<file path="config.mk">
export PLATFORM = sky130hd
export DESIGN_NAME = muldiv_unit
export DESIGN_NICKNAME = d
export VERILOG_FILES = /design/src/rtl/muldiv_unit.sv
export SDC_FILE = /design/constraint.sdc
export NUM_CORES = 1
export LEC_CHECK = 0
export ABC_AREA = 0
export CAP_MARGIN = 40
export CORE_MARGIN = 2
export CORE_UTILIZATION = 35
export CTS_BUF_LIST = sky130_fd_sc_hd__clkbuf_16
export DETAILED_ROUTE_END_ITERATION = 16
export PLACE_DENSITY = 0.6
export SLEW_MARGIN = 20
export SYNTH_ARGS = -nofsm -noshare
export SYNTH_HDL_FRONTEND = slang
export SYNTH_SLANG_ARGS = --single-unit
</file>
<file path="constraint.sdc">
create_clock -name clk -period 3.7 [get_ports clk]
set_input_delay 0.74 -clock clk [delete_from_list [all_inputs] [get_ports clk]]
set_output_delay 0.74 -clock clk [all_outputs]
set_load 0.05 [all_outputs]
</file>
<file path="src/rtl/muldiv_unit.sv">
// Iterative RV32M multiply/divide unit for the EX stage.
// One shift-add or restoring-subtract step per clock; sign fixed once at the end.
module muldiv_unit #(
    parameter int XLEN = 32
) (
    input  logic            clk,
    input  logic            rst,
    input  logic            start,
    input  logic            flush,
    input  logic [2:0]      funct3,
    input  logic [XLEN-1:0] a,
    input  logic [XLEN-1:0] b,
    output logic            busy,
    output logic            done,
    output logic [XLEN-1:0] result
);

    localparam int CW = $clog2(XLEN);
    localparam logic [CW-1:0] LAST = CW'(XLEN - 1);
    localparam logic [XLEN-1:0] MIN_NEG = {1'b1, {(XLEN-1){1'b0}}};

    typedef enum logic [1:0] {
        S_IDLE,
        S_PREP,
        S_RUN,
        S_FIN
    } state_t;

    state_t            r_state;
    state_t            w_next;
    logic [CW-1:0]     r_cnt;
    logic [2:0]        r_f3;
    logic [XLEN-1:0]   r_a;
    logic [XLEN-1:0]   r_b;
    logic [XLEN-1:0]   r_ma;
    logic [XLEN-1:0]   r_mb;
    logic [XLEN-1:0]   r_hi;
    logic [XLEN-1:0]   r_lo;
    logic              r_neg;
    logic              r_neg_rem;
    logic              r_spec;
    logic [XLEN-1:0]   r_spec_res;
    logic [XLEN-1:0]   r_result;
    logic              r_done;

    logic              w_is_div;
    logic              w_sa_en;
    logic              w_sb_en;
    logic              w_a_neg;
    logic              w_b_neg;
    logic [XLEN-1:0]   w_abs_a;
    logic [XLEN-1:0]   w_abs_b;
    logic              w_div0;
    logic              w_ovf;
    logic [XLEN-1:0]   w_spec_res;
    logic [XLEN:0]     w_sum;
    logic [XLEN:0]     w_shift;
    logic [XLEN:0]     w_diff;
    logic [2*XLEN-1:0] w_prod;
    logic [2*XLEN-1:0] w_prod_s;
    logic [XLEN-1:0]   w_quo;
    logic [XLEN-1:0]   w_rem;
    logic [XLEN-1:0]   w_sel;
    logic [XLEN-1:0]   w_fin;

    assign busy   = (r_state != S_IDLE);
    assign done   = r_done;
    assign result = r_result;

    // Operand signedness, magnitudes and special divide detection
    always_comb begin
        w_is_div = r_f3[2];
        w_sa_en  = (r_f3 == 3'b001) || (r_f3 == 3'b010) ||
                   (r_f3 == 3'b100) || (r_f3 == 3'b110);
        w_sb_en  = (r_f3 == 3'b001) || (r_f3 == 3'b100) ||
                   (r_f3 == 3'b110);
        w_a_neg  = w_sa_en & r_a[XLEN-1];
        w_b_neg  = w_sb_en & r_b[XLEN-1];
        w_abs_a  = w_a_neg ? (~r_a + 1'b1) : r_a;
        w_abs_b  = w_b_neg ? (~r_b + 1'b1) : r_b;
        w_div0   = w_is_div & (r_b == '0);
        w_ovf    = w_is_div & ~r_f3[0] & (r_a == MIN_NEG) &
                   (r_b == {XLEN{1'b1}});
        w_spec_res = '0;
        if (w_div0)
            w_spec_res = r_f3[1] ? r_a : {XLEN{1'b1}};
        else if (w_ovf)
            w_spec_res = r_f3[1] ? '0 : r_a;
    end

    // One iteration step: shift-add for multiply, trial subtract for divide
    always_comb begin
        w_sum   = {1'b0, r_hi} + {1'b0, (r_lo[0] ? r_ma : '0)};
        w_shift = {r_hi, r_lo[XLEN-1]};
        w_diff  = w_shift - {1'b0, r_mb};
    end

    // Final sign fix and output word selection
    always_comb begin
        w_prod   = {r_hi, r_lo};
        w_prod_s = r_neg ? (~w_prod + 1'b1) : w_prod;
        w_quo    = r_neg ? (~r_lo + 1'b1) : r_lo;
        w_rem    = r_neg_rem ? (~r_hi + 1'b1) : r_hi;
        w_sel    = '0;
        unique case (r_f3)
            3'b000:                 w_sel = w_prod_s[XLEN-1:0];
            3'b001, 3'b010, 3'b011: w_sel = w_prod_s[2*XLEN-1:XLEN];
            3'b100, 3'b101:         w_sel = w_quo;
            default:                w_sel = w_rem;
        endcase
        w_fin = r_spec ? r_spec_res : w_sel;
    end

    // State register
    always_ff @(posedge clk) begin
        if (rst)
            r_state <= S_IDLE;
        else
            r_state <= w_next;
    end

    // Next-state logic; flush always returns to IDLE
    always_comb begin
        w_next = r_state;
        unique case (r_state)
            S_IDLE: if (start) w_next = S_PREP;
            S_PREP: w_next = (w_div0 | w_ovf) ? S_FIN : S_RUN;
            S_RUN:  if (r_cnt == LAST) w_next = S_FIN;
            S_FIN:  w_next = S_IDLE;
            default: w_next = S_IDLE;
        endcase
        if (flush)
            w_next = S_IDLE;
    end

    // Datapath: operand latch, setup, iteration and result register
    always_ff @(posedge clk) begin
        if (rst) begin
            r_cnt      <= '0;
            r_f3       <= '0;
            r_a        <= '0;
            r_b        <= '0;
            r_ma       <= '0;
            r_mb       <= '0;
            r_hi       <= '0;
            r_lo       <= '0;
            r_neg      <= 1'b0;
            r_neg_rem  <= 1'b0;
            r_spec     <= 1'b0;
            r_spec_res <= '0;
            r_result   <= '0;
            r_done     <= 1'b0;
        end else begin
            r_done <= 1'b0;
            unique case (r_state)
                S_IDLE: begin
                    if (start && !flush) begin
                        r_f3 <= funct3;
                        r_a  <= a;
                        r_b  <= b;
                    end
                end
                S_PREP: begin
                    r_ma       <= w_abs_a;
                    r_mb       <= w_abs_b;
                    r_hi       <= '0;
                    r_lo       <= w_is_div ? w_abs_a : w_abs_b;
                    r_cnt      <= '0;
                    r_neg      <= w_a_neg ^ w_b_neg;
                    r_neg_rem  <= w_a_neg;
                    r_spec     <= w_div0 | w_ovf;
                    r_spec_res <= w_spec_res;
                end
                S_RUN: begin
                    r_cnt <= r_cnt + 1'b1;
                    if (w_is_div) begin
                        if (!w_diff[XLEN]) begin
                            r_hi <= w_diff[XLEN-1:0];
                            r_lo <= {r_lo[XLEN-2:0], 1'b1};
                        end else begin
                            r_hi <= w_shift[XLEN-1:0];
                            r_lo <= {r_lo[XLEN-2:0], 1'b0};
                        end
                    end else begin
                        r_hi <= w_sum[XLEN:1];
                        r_lo <= {w_sum[0], r_lo[XLEN-1:1]};
                    end
                end
                S_FIN: begin
                    if (!flush) begin
                        r_result <= w_fin;
                        r_done   <= 1'b1;
                    end
                end
                default: ;
            endcase
        end
    end

endmodule

</file>
-- After elaboration in Yosys (flattened, before gate mapping)
Index checks and enable logic that the tools add are counted.
- reduce and logical (&&, ||, !) cells: 19
- muxes and demuxes: 25
- bitwise operators: 16
- equality and inequality tests: 14
- add/sub/neg operators: 8
- operators by type and width (kind ; number):
    $mux 32 ; 14
    $add 32x1->32 const B ; 4
    $not 32->32 ; 4
    $pmux 32 s2 ; 2
    $pmux 32 s3 ; 1
    $add 64x1->64 const B ; 1
    $eq 32x32->1 const B ; 2
    $mux 64 ; 1
    $not 64->64 ; 1
    $add 32x32->33 ; 1
    $sub 33x32->33 ; 1
    $logic_not 32->1 ; 1
    $pmux 5 s2 ; 1
    $eq 3x3->1 const B ; 3
    $pmux 2 s4 ; 1
    $and 1x1->1 ; 6
    $eq 3x2->1 const B ; 2
    $reduce_and 2->1 ; 3
    $reduce_or 2->1 ; 3
    $add 5x1->5 const B ; 1
    $eq 5x5->1 const B ; 1
    $logic_or 1x1->1 ; 5
    $eq 2x2->1 const B ; 2
    $mux 2 ; 2
    13 further kinds ; 19
- bits in registers: 270
- output and inout port bits: 34

-- Depth between registers and ports, before layout
Gate-level depths: netlist of the first run.
- word-level depth: 8
- mapped depth: 14

-- Worst setup path before layout of the first run
No wires, ideal clock.
- kind: flip-flop to flip-flop
- from: register r_lo[0]
- to: register r_hi[23]
- arrival time: 3322 ps
- path slack: 257 ps
- stages on the path, launching flop included: 15
- data required time: 3578 ps
- setup time: 122 ps
- clock period less this slack: 3443 ps
- path buffers: 1
- cells stage by stage: dfxtp_1 clkbuf_1 and2_1 ha_1 inv_1 fa_1 nand2b_1 a21oi_1 o2111ai_1 a2111oi_0 a311o_1 a31o_2 a21oi_1 mux2i_1 a221o_1
- word-level cells in the longest chain between the ends: 4
- ends and longest elaborated chain (element ; line ; source):
    start: declaration ; 38 ; logic [XLEN-1:0] r_lo;
    start signal: assignment ; 167 ; r_lo <= w_is_div ? w_abs_a : w_abs_b;
    start signal: assignment ; 179 ; r_lo <= {r_lo[XLEN-2:0], 1'b1};
    start signal: assignment ; 182 ; r_lo <= {r_lo[XLEN-2:0], 1'b0};
    $mux 32 ; 93 ; w_sum = {1'b0, r_hi} + {1'b0, (r_lo[0] ? r_ma : '0)};
    $add 32x32->33 ; 93 ;
    $mux 32 ; 176 ; if (w_is_div) begin
    $pmux 32 s2 ; 155 ; unique case (r_state)
    end signal: assignment ; 178 ; r_hi <= w_diff[XLEN-1:0];
    end signal: assignment ; 181 ; r_hi <= w_shift[XLEN-1:0];
    end signal: assignment ; 185 ; r_hi <= w_sum[XLEN:1];
    end: declaration ; 37 ; logic [XLEN-1:0] r_hi;
No other way between the ends.
A chain may end at the register's enable or synchronous reset.

-- Final worst setup path of the first run
- from: register r_lo[31]
- to: register r_hi[23]
- word-level cells in the longest chain between the ends: 4
- ends and longest elaborated chain (element ; line ; source):
    $sub 33x32->33 ; 95 ; w_diff = w_shift - {1'b0, r_mb};
    $mux 32 ; 177 ; if (!w_diff[XLEN]) begin
    $mux 32 ; 176 ;
    $pmux 32 s2 ; 155 ;
No other way between the ends.

==> results.txt, run 1 <==
- Fin. Hold Viols: 0
- Top cells by area in the synthesized netlist: sky130_fd_sc_hd__dfxtp_1 (29%), sky130_fd_sc_hd__nand2_1 (6.1%), sky130_fd_sc_hd__xnor2_1 (6.1%)
* Insertion delay of the later-clocked pin in the worst-skew pair: 0.61 ns
- Worst hold margin: between 0.4 and 0.5 ns
* Area of the die: 0.05528 mm^2
- After detailed placement, the total cell area comes to approximately 0.021 mm^2.
* Signal arrival time at the worst endpoint: 3.97 ns
- The count of nets left with antenna violations once routing finished came out at 0.
* Total of flip-flops plus latches after synthesis: 270
* Count of fill cells added during filler insertion: 5392
* Synth Cell Area: approximately 0.019 mm^2
- Critical path, cell by cell: inv_1 > ha_1 > fa_1 > nand2b_1 > a21oi_1 > o211ai_1 > a31oi_2 > a21oi_1 > o211ai_1 > buf_12 > nor2_1 > a31o_2 > a221o_1
* Setup violations, final: 0
* Parity-gate share of the synthesized area counting xor and xnor cells: roughly 9%
- In this run the biggest area consumer among cell types represents 28.91% of the synthesized area.
- After synthesis, the largest family of logic cells by area is compound AO/OA/AOI/OAI gates.
* Net Count, Synth: 2619
* Total of hold buffers inserted after clock tree synthesis: 0
* Die extent in x: approximately 240 um
* Mean routed wirelength per cell: 22.86 um
* Router iterations before antenna repair: 6
* CTS max path bufs: 3
- The tree is rooted in a sky130_fd_sc_hd__clkbuf_16.
- Clock-pin slew was measured on the worst setup and hold paths at 0.06 ns.
- sky130_fd_sc_hd__dfxtp_1 takes more of the synthesized area than any other cell.
- Worst setup EP type: register
- The slowest stage of the critical path is the sky130_fd_sc_hd__fa_1 cell.
- The most common cell in the synthesized netlist is sky130_fd_sc_hd__nand2_1.
* Setup Total Neg Slack: 0 ns
* Level count of the clock H-tree: 1
* Number of placed I/O pins: 105
- Area of the core: 0.05266 mm^2
- Once the floorplan was initialized, standard cells occupied 35.50% of the core.
* Synth Area in Compound Gates: 24.48%
* Slowest cell delay on critical path: 0.41 ns
- Worst vdd rail ir drop: roughly 0.36 mV
* First-pass GRT wire length: 110.6 mm
- Final net count: around 2700
* Actual slew at the worst max-slew pin: between 0.8 and 0.9 ns
- The critical path is of the register to register type.
- Measured on the finished design, the core utilization comes to approximately 40%.
* Average cell area after synthesis: around 7.6 um^2
* Top fanout value on the critical path: 40
* Pin count of the biggest net entering global routing: 68
* Post-synthesis share of cell area spent on full adders, half adders and majority gates: 5.234%
- In the final layout, the share of cells above drive strength 1 is 7.426%.
- Shortest period the worst path allows: 3.479 ns
- RSZ-0062 raised after global routing: false
- Gate count of the mapped netlist: 2471
- Global-route congestion overflow total: 0
* Chip Height: 235.1 um
- Overall Power: approximately 8 mW
- Final setup slack of the worst path: between 0.2 and 0.25 ns
- Count of flip-flops with a built-in enable after synthesis: 0
- Detail-routed via count per cell: 5.827
- Before CTS, the worst setup slack after placement is -0.03584 ns.
* Portion of netlist area occupied by mux cells: a little over 5%
- At the worst endpoint, the required time is 4.19 ns.
- Of all flip-flops after synthesis, the portion carrying an async set or reset was 0%.
* Remaining routing DRC violations: 0
- The initial antenna violation count came to 2.
- The Yosys step of the flow raised 0 warnings.
- The run finished with clean final reports.
- Number of clock sinks: 270
- Post-layout instance area: 0.02165 mm^2
- Pwr dens: around 360 mW/mm^2
* Dominant register cell in the synthesized netlist: sky130_fd_sc_hd__dfxtp_1
- The min-delay analysis places its worst path in the category register to register.
* Leak: roughly 8.2 nW
- Counting distinct cell types in the post-synthesis netlist gives 81.
- Clock tree skew after final layout: 0.02037 ns
* Startpoint types: register
- Synth-to-Final Area Change: 15.82%
* Number of global-route vias before repair: 17700
- Detailed placement ended at an HPWL of 57.30 mm.
- Counting the buffers created by CTS gives 31.
- After Yosys synthesis, and, or, nand and nor cells account for 21.67% of the synthesized area.
- For this block, the via count after detailed routing is 18850.
- Sequential share of the synthesized area: 28.91%
- Total length of routed wires: 73.94 mm
- The floorplan has 84 rows.
- RePlAce Congestion: 0.9848
- Timing would allow up to between 0.2 and 0.3 GHz.
* Global-route usage over all layers: 25.72%
- Counting tap cells, the placed design contains a total of between 3000 and 4000 instances.
- After synthesis, the most frequently instantiated cells are sky130_fd_sc_hd__nand2_1 (306), sky130_fd_sc_hd__dfxtp_1 (270), sky130_fd_sc_hd__nor2_1 (239), sky130_fd_sc_hd__a21oi_1 (224), sky130_fd_sc_hd__o21ai_0 (181).
- Of the available clock period, the critical path in the final layout requires approximately 94%.
- Excluding fillers, the count of instances in the completed layout stands at 3234.
* Clock tree from TritonCTS: yes
- Final Max Slew Viols: 0
- Initial drt markers: 1965
* Reported max-cap violation count: 0
* Number of buffers inserted by port buffering: 104
- Relative slew slack: between 40% and 50%
[cells in the final DEF, fill, tap and decap left out, types with 31 or more instances in the layout]
| cell | count |
|---|---|
| sky130_fd_sc_hd__nand2_1 | 306 |
| sky130_fd_sc_hd__dfxtp_1 | 270 |
| sky130_fd_sc_hd__nor2_1 | 236 |
| sky130_fd_sc_hd__a21oi_1 | 224 |
| sky130_fd_sc_hd__o21ai_0 | 180 |
| sky130_fd_sc_hd__xnor2_1 | 130 |
| sky130_fd_sc_hd__clkdlybuf4s50_1 | 103 |
| sky130_fd_sc_hd__inv_1 | 92 |
| sky130_fd_sc_hd__buf_4 | 83 |
| sky130_fd_sc_hd__ha_1 | 74 |
| sky130_fd_sc_hd__xor2_1 | 65 |
| sky130_fd_sc_hd__mux2i_1 | 61 |
| sky130_fd_sc_hd__a211oi_1 | 52 |
| sky130_fd_sc_hd__nor3_1 | 50 |
| sky130_fd_sc_hd__and2_1 | 48 |
| sky130_fd_sc_hd__nand2b_1 | 43 |
| sky130_fd_sc_hd__nand3_1 | 42 |
| sky130_fd_sc_hd__clkbuf_16 | 31 |
[kinds of logic (layout without fill, tap and decap cells)]
logic type	count (synthesis)	in the layout
adders and majority gates	77	77
AOI/OAI and AO/OA	724	724
other	0	1
xor gates and xnor gates	195	195
buffers and inverters	262	336
and+or+nand+nor	865	865
DFF	270	270
muxes	78	78
[final cells by class]
class	instances	area (um^2)	area share, %
Clock buffer	31	775.7	3.583
Inverter	91	341.6	1.578
Clock inverter	25	219.0	1.011
Multi-Input combinational cell	1939	12350	57.04
Tap cell	688	860.8	3.976
Sequential cell	270	5405	24.97
Antenna cell	1	2.502	0.01156
Timing Repair Buffer	189	1697	7.836
[final timing paths]
path	start	cells after the start	endpoint	slack, ns
hold reg to reg	r_spec_res[7]$_SDFFE_PP0N_	2	r_spec_res[7]$_SDFFE_PP0N_	0.44
hold / removal	r_spec_res[7]$_SDFFE_PP0N_	2	r_spec_res[7]$_SDFFE_PP0N_	0.44
setup reg to reg	r_lo[31]$_SDFFE_PP0P_	13	r_hi[23]$_SDFFE_PP0P_	0.22
setup / recovery	r_lo[31]$_SDFFE_PP0P_	13	r_hi[23]$_SDFFE_PP0P_	0.22
[critical path, delay by kind of cell, from the launching register on]
family,cells,cell delay (ns)
AND/OR/NAND/NOR,2,0.27
AO/OA/AOI/OAI,7,1.80
adder cells (fa/ha/maj),2,0.61
buffers and inverters,2,0.33
flip-flops,1,0.34
[sequential cells by signal, summed over array words and instances, names as in the netlist]
signal and count:
done 1, r_a 32, r_b 32, r_cnt 5
r_f3 3, r_hi 32, r_lo 32, r_ma 32
r_mb 32, r_neg 1, r_neg_rem 1, r_spec 1
r_spec_res 32, r_state 2, result 32
[power breakdown]
| part | switching [mW] | internal [mW] | total, mW |
|---|---|---|---|
| Combinational | 1.02 | 0.621 | 1.64 |
| Sequential | 0.124 | 3.00 | 3.12 |
| Clock | 1.33 | 1.73 | 3.07 |
| Total | 2.48 | 5.35 | 7.83 |
[per-layer routing]
metal / vias to the layer above / GRT usage, % / part of all wire (%)
met5: - / 0 / 0.015
met4: 2 / 9.590 / 3.9
met3: 129 / 4.151 / 8.1
met2: 819 / 39.11 / 43
met1: 8972 / 36.45 / 45
li1: 8923 / - / -
[repair_timing]
item,CTS,global route
setup endpoints to repair,2,9
resized for setup,2,7
pin swaps,0,0
setup buffers,0,0
(Power assumes the default switching activity.)
==> run 2, diff against run 1 <==
- CAP_MARGIN: 40 -> 20
- CORE_MARGIN: 2 -> unset
==> run 2 against run 1 <==
Against the previous run: worst hold slack improved by 0.0085 ns; clock skew shrank 0.0017 ns; global-route usage grew 0.67 points; cell area about the same; non-clock buffer count is 3 lower.
==> results.txt, run 2 (synthesized netlist as in run 1, its figures left out) <==
* Achievable frequency: 0.2895 GHz
- The critical path goes through and2_1 > ha_1 > inv_1 > fa_1 > nand2b_1 > a21oi_1 > o2111ai_1 > a2111oi_1 > buf_4 > a311o_1 > a311o_1 > xor2_1 > a221oi_1 > o21ai_0.
* Fraction of final layout cells sized beyond drive strength 1: 7.547%
- Mean routed wirelength per cell: 22.60 um
* Number of placed I/O pins: approximately 110
- Final setup slack of the worst path: between 0.2 and 0.25 ns
- Setup Total Neg Slack: 0 ns
- HPWL reported at the end of detailed placement: 56.63 mm
- Met3 Usage GRT: just over 4%
* Shortest period the worst path allows: about 3.5 ns
- Global-route usage over all layers: 26.39%
- Number of CTS-inserted buffers: 31
- The floorplan step defined a core boundary enclosing about 0.053 mm^2.
* Floorplan row count: 84
* Reported max-cap violation count: 0
* Relative slew slack: 38.09%
* Clock transition at the registers of the reported paths: 0.06 ns
* RSZ-0062 raised after global routing: false
* Slowest cell on the critical path: sky130_fd_sc_hd__a2111oi_1
- The largest single stage delay on the critical path is 0.44 ns.
* Number of buffers inserted by port buffering: 104
* Actual slew at the worst max-slew pin: 0.9287 ns
* Leak: around 8 nW
- For this run, design rule violations remaining after detail routing come to 0.
- STA classifies the critical path startpoint as a register.
- Met1 layer usage reported by global route: between 30% and 40%
- Post-layout utilization of the core: around 40%
- Period Utilization, post-route: 93.35%
- For this block, the routed nets add up to 73.05 mm of wire.
- Critical setup path kind: register to register
- In this run the power density over the cells is 368.2 mW/mm^2.
* Final instance count without filler cells: 3232
- The repair_antennas step left the layout with diodes totalling 0.
- Initial drt markers: ~2100
- Final Max Slew Viols: 0
- In this run the worst path has a maximum fanout of 3.
- Pin count of the biggest net entering global routing: between 80 and 90
- Dividing the detail-routed via count by the number of cells gives a little under 6.
- Measured along the x axis, the die boundary spans about 230 um.
- Area of the die: 0.05434 mm^2
- Clock tree skew after final layout: 0.01867 ns
- The clock passes through at most 3 buffers.
- Synth-to-Final Area Change: 15.90%
* Routed vias: approximately 19000
* First-pass GRT wire length: 108.9 mm
- VDD sags by at most between 0.3 and 0.4 mV.
- Most frequent CP cell: sky130_fd_sc_hd__a311o_1
* Antenna violations before repair: 3
* Routing layer with the top usage in global route: met2
- Clock tree root buffer cell: sky130_fd_sc_hd__clkbuf_16
- Endpoint required time on the critical path: 4.18 ns
- The pre-antenna-repair detailed-routing pass consisted of 6 iterations.
- Global-route congestion overflow total: 0
- At the end of routability-driven placement, the weighted congestion stood at 1.041.
* Fin. Hold Viols: 0
* Met2 GRT Util: 39.60%
- Final net count: 2667
- ANT nets after route: 0
* Level count of the clock H-tree: 1
* Number of instances in the placed design: between 3000 and 4000
- Status: completed
- Worst min-delay path class: register to register
- Top library cells by usage in the layout, fill and taps aside: sky130_fd_sc_hd__nand2_1 (306), sky130_fd_sc_hd__dfxtp_1 (269), sky130_fd_sc_hd__nor2_1 (236), sky130_fd_sc_hd__a21oi_1 (223), sky130_fd_sc_hd__o21ai_0 (180)
- Worst setup EP type: register
- CTS saw 270 sinks.
- The floorplan step set the die height to 233.1 um.
* Number of global-route vias before repair: 17430
* Setup violations, final: 0
- Signal arrival time at the worst endpoint: between 3 and 4 ns
* Clock tree from TritonCTS: yes
* Cell type group with the largest total delay on the critical path: compound AO/OA/AOI/OAI gates
- Worst slack after detailed placement: 0.03341 ns
- Hold repair after CTS inserted 0 buffers.
- Most frequent standard cell in the layout excluding fill and tap cells: sky130_fd_sc_hd__nand2_1
- Total buffers and inverters traversed by the critical path: 2
- Starting utilization of the core area: 35.50%
* Insertion delay of the later-clocked pin in the worst-skew pair: 0.61 ns
==> run 2: cell types whose count changed in the layout (fill, tap and decap cells not counted), moves of 2 or more <==
cell,delta
sky130_fd_sc_hd__clkinv_4,-2
sky130_fd_sc_hd__inv_1,+2
sky130_fd_sc_hd__clkinv_1,-7
sky130_fd_sc_hd__bufinv_16,+2
sky130_fd_sc_hd__buf_4,-2
sky130_fd_sc_hd__clkinv_2,+7
==> run 2: repair_timing <==
action	4_1_cts	5_1_grt
pin swaps	0	1
gates cloned	0	0
buffers inserted	0	1
setup endpoints to repair	1	5
gates resized for setup	1	4
==> run 2: tightest hold or removal path: stages, from the launching register on <==
cell and delay (ns):
sky130_fd_sc_hd__dfxtp_1 0.32, sky130_fd_sc_hd__nand2_1 0.05, sky130_fd_sc_hd__o21ai_0 0.05
==> run 2: worst paths after layout <==
| kind | cells past startpoint | to | start | slack (ns) |
|---|---|---|---|---|
| setup / recovery | 14 | r_hi[29]$_SDFFE_PP0P_ | r_lo[0]$_SDFFE_PP0P_ | 0.25 |
| hold / removal | 2 | r_spec_res[3]$_SDFFE_PP0N_ | r_spec_res[3]$_SDFFE_PP0N_ | 0.45 |
| setup reg to reg | 14 | r_hi[29]$_SDFFE_PP0P_ | r_lo[0]$_SDFFE_PP0P_ | 0.25 |
| hold reg to reg | 2 | r_spec_res[3]$_SDFFE_PP0N_ | r_spec_res[3]$_SDFFE_PP0N_ | 0.45 |
==> run 2: final cells by class <==
type | instances | area (um^2)
sequential | 270 | 5406
clock buffer | 31 | 775.7
fill | 5296 | 30990
multi-input combinational | 1939 | 12330
inverter | 91 | 341.6
timing repair buffer | 186 | 1670
clock inverter | 27 | 277.8
tap | 688 | 860.8
==> run 2: per-layer routing <==
metal	part of all wire [%]	vias to the layer above
met5	0.015	-
met4	4.2	2
met3	8.3	130
met2	43	834
met1	44	9178
li1	-	8906
==> run 2: metrics by stage <==
| stage | hold WS (ns) | total power, mW | instance area [um^2] |
|---|---|---|---|
| after floorplan | 0.4161 | 4.200 | 18690 |
| after global placement | 0.4309 | 4.746 | 20590 |
| after CTS | 0.4553 | 7.974 | 21640 |
| after detailed placement | 0.4411 | 4.759 | 20590 |
| final | 0.4516 | 7.977 | 21670 |
| after global routing | 0.4793 | 8.269 | 21670 |
==> run 2: power by group <==
part	internal [mW]	switching, mW
clock network	1.88	1.35
registers	3.00	0.125
logic	0.614	1.01
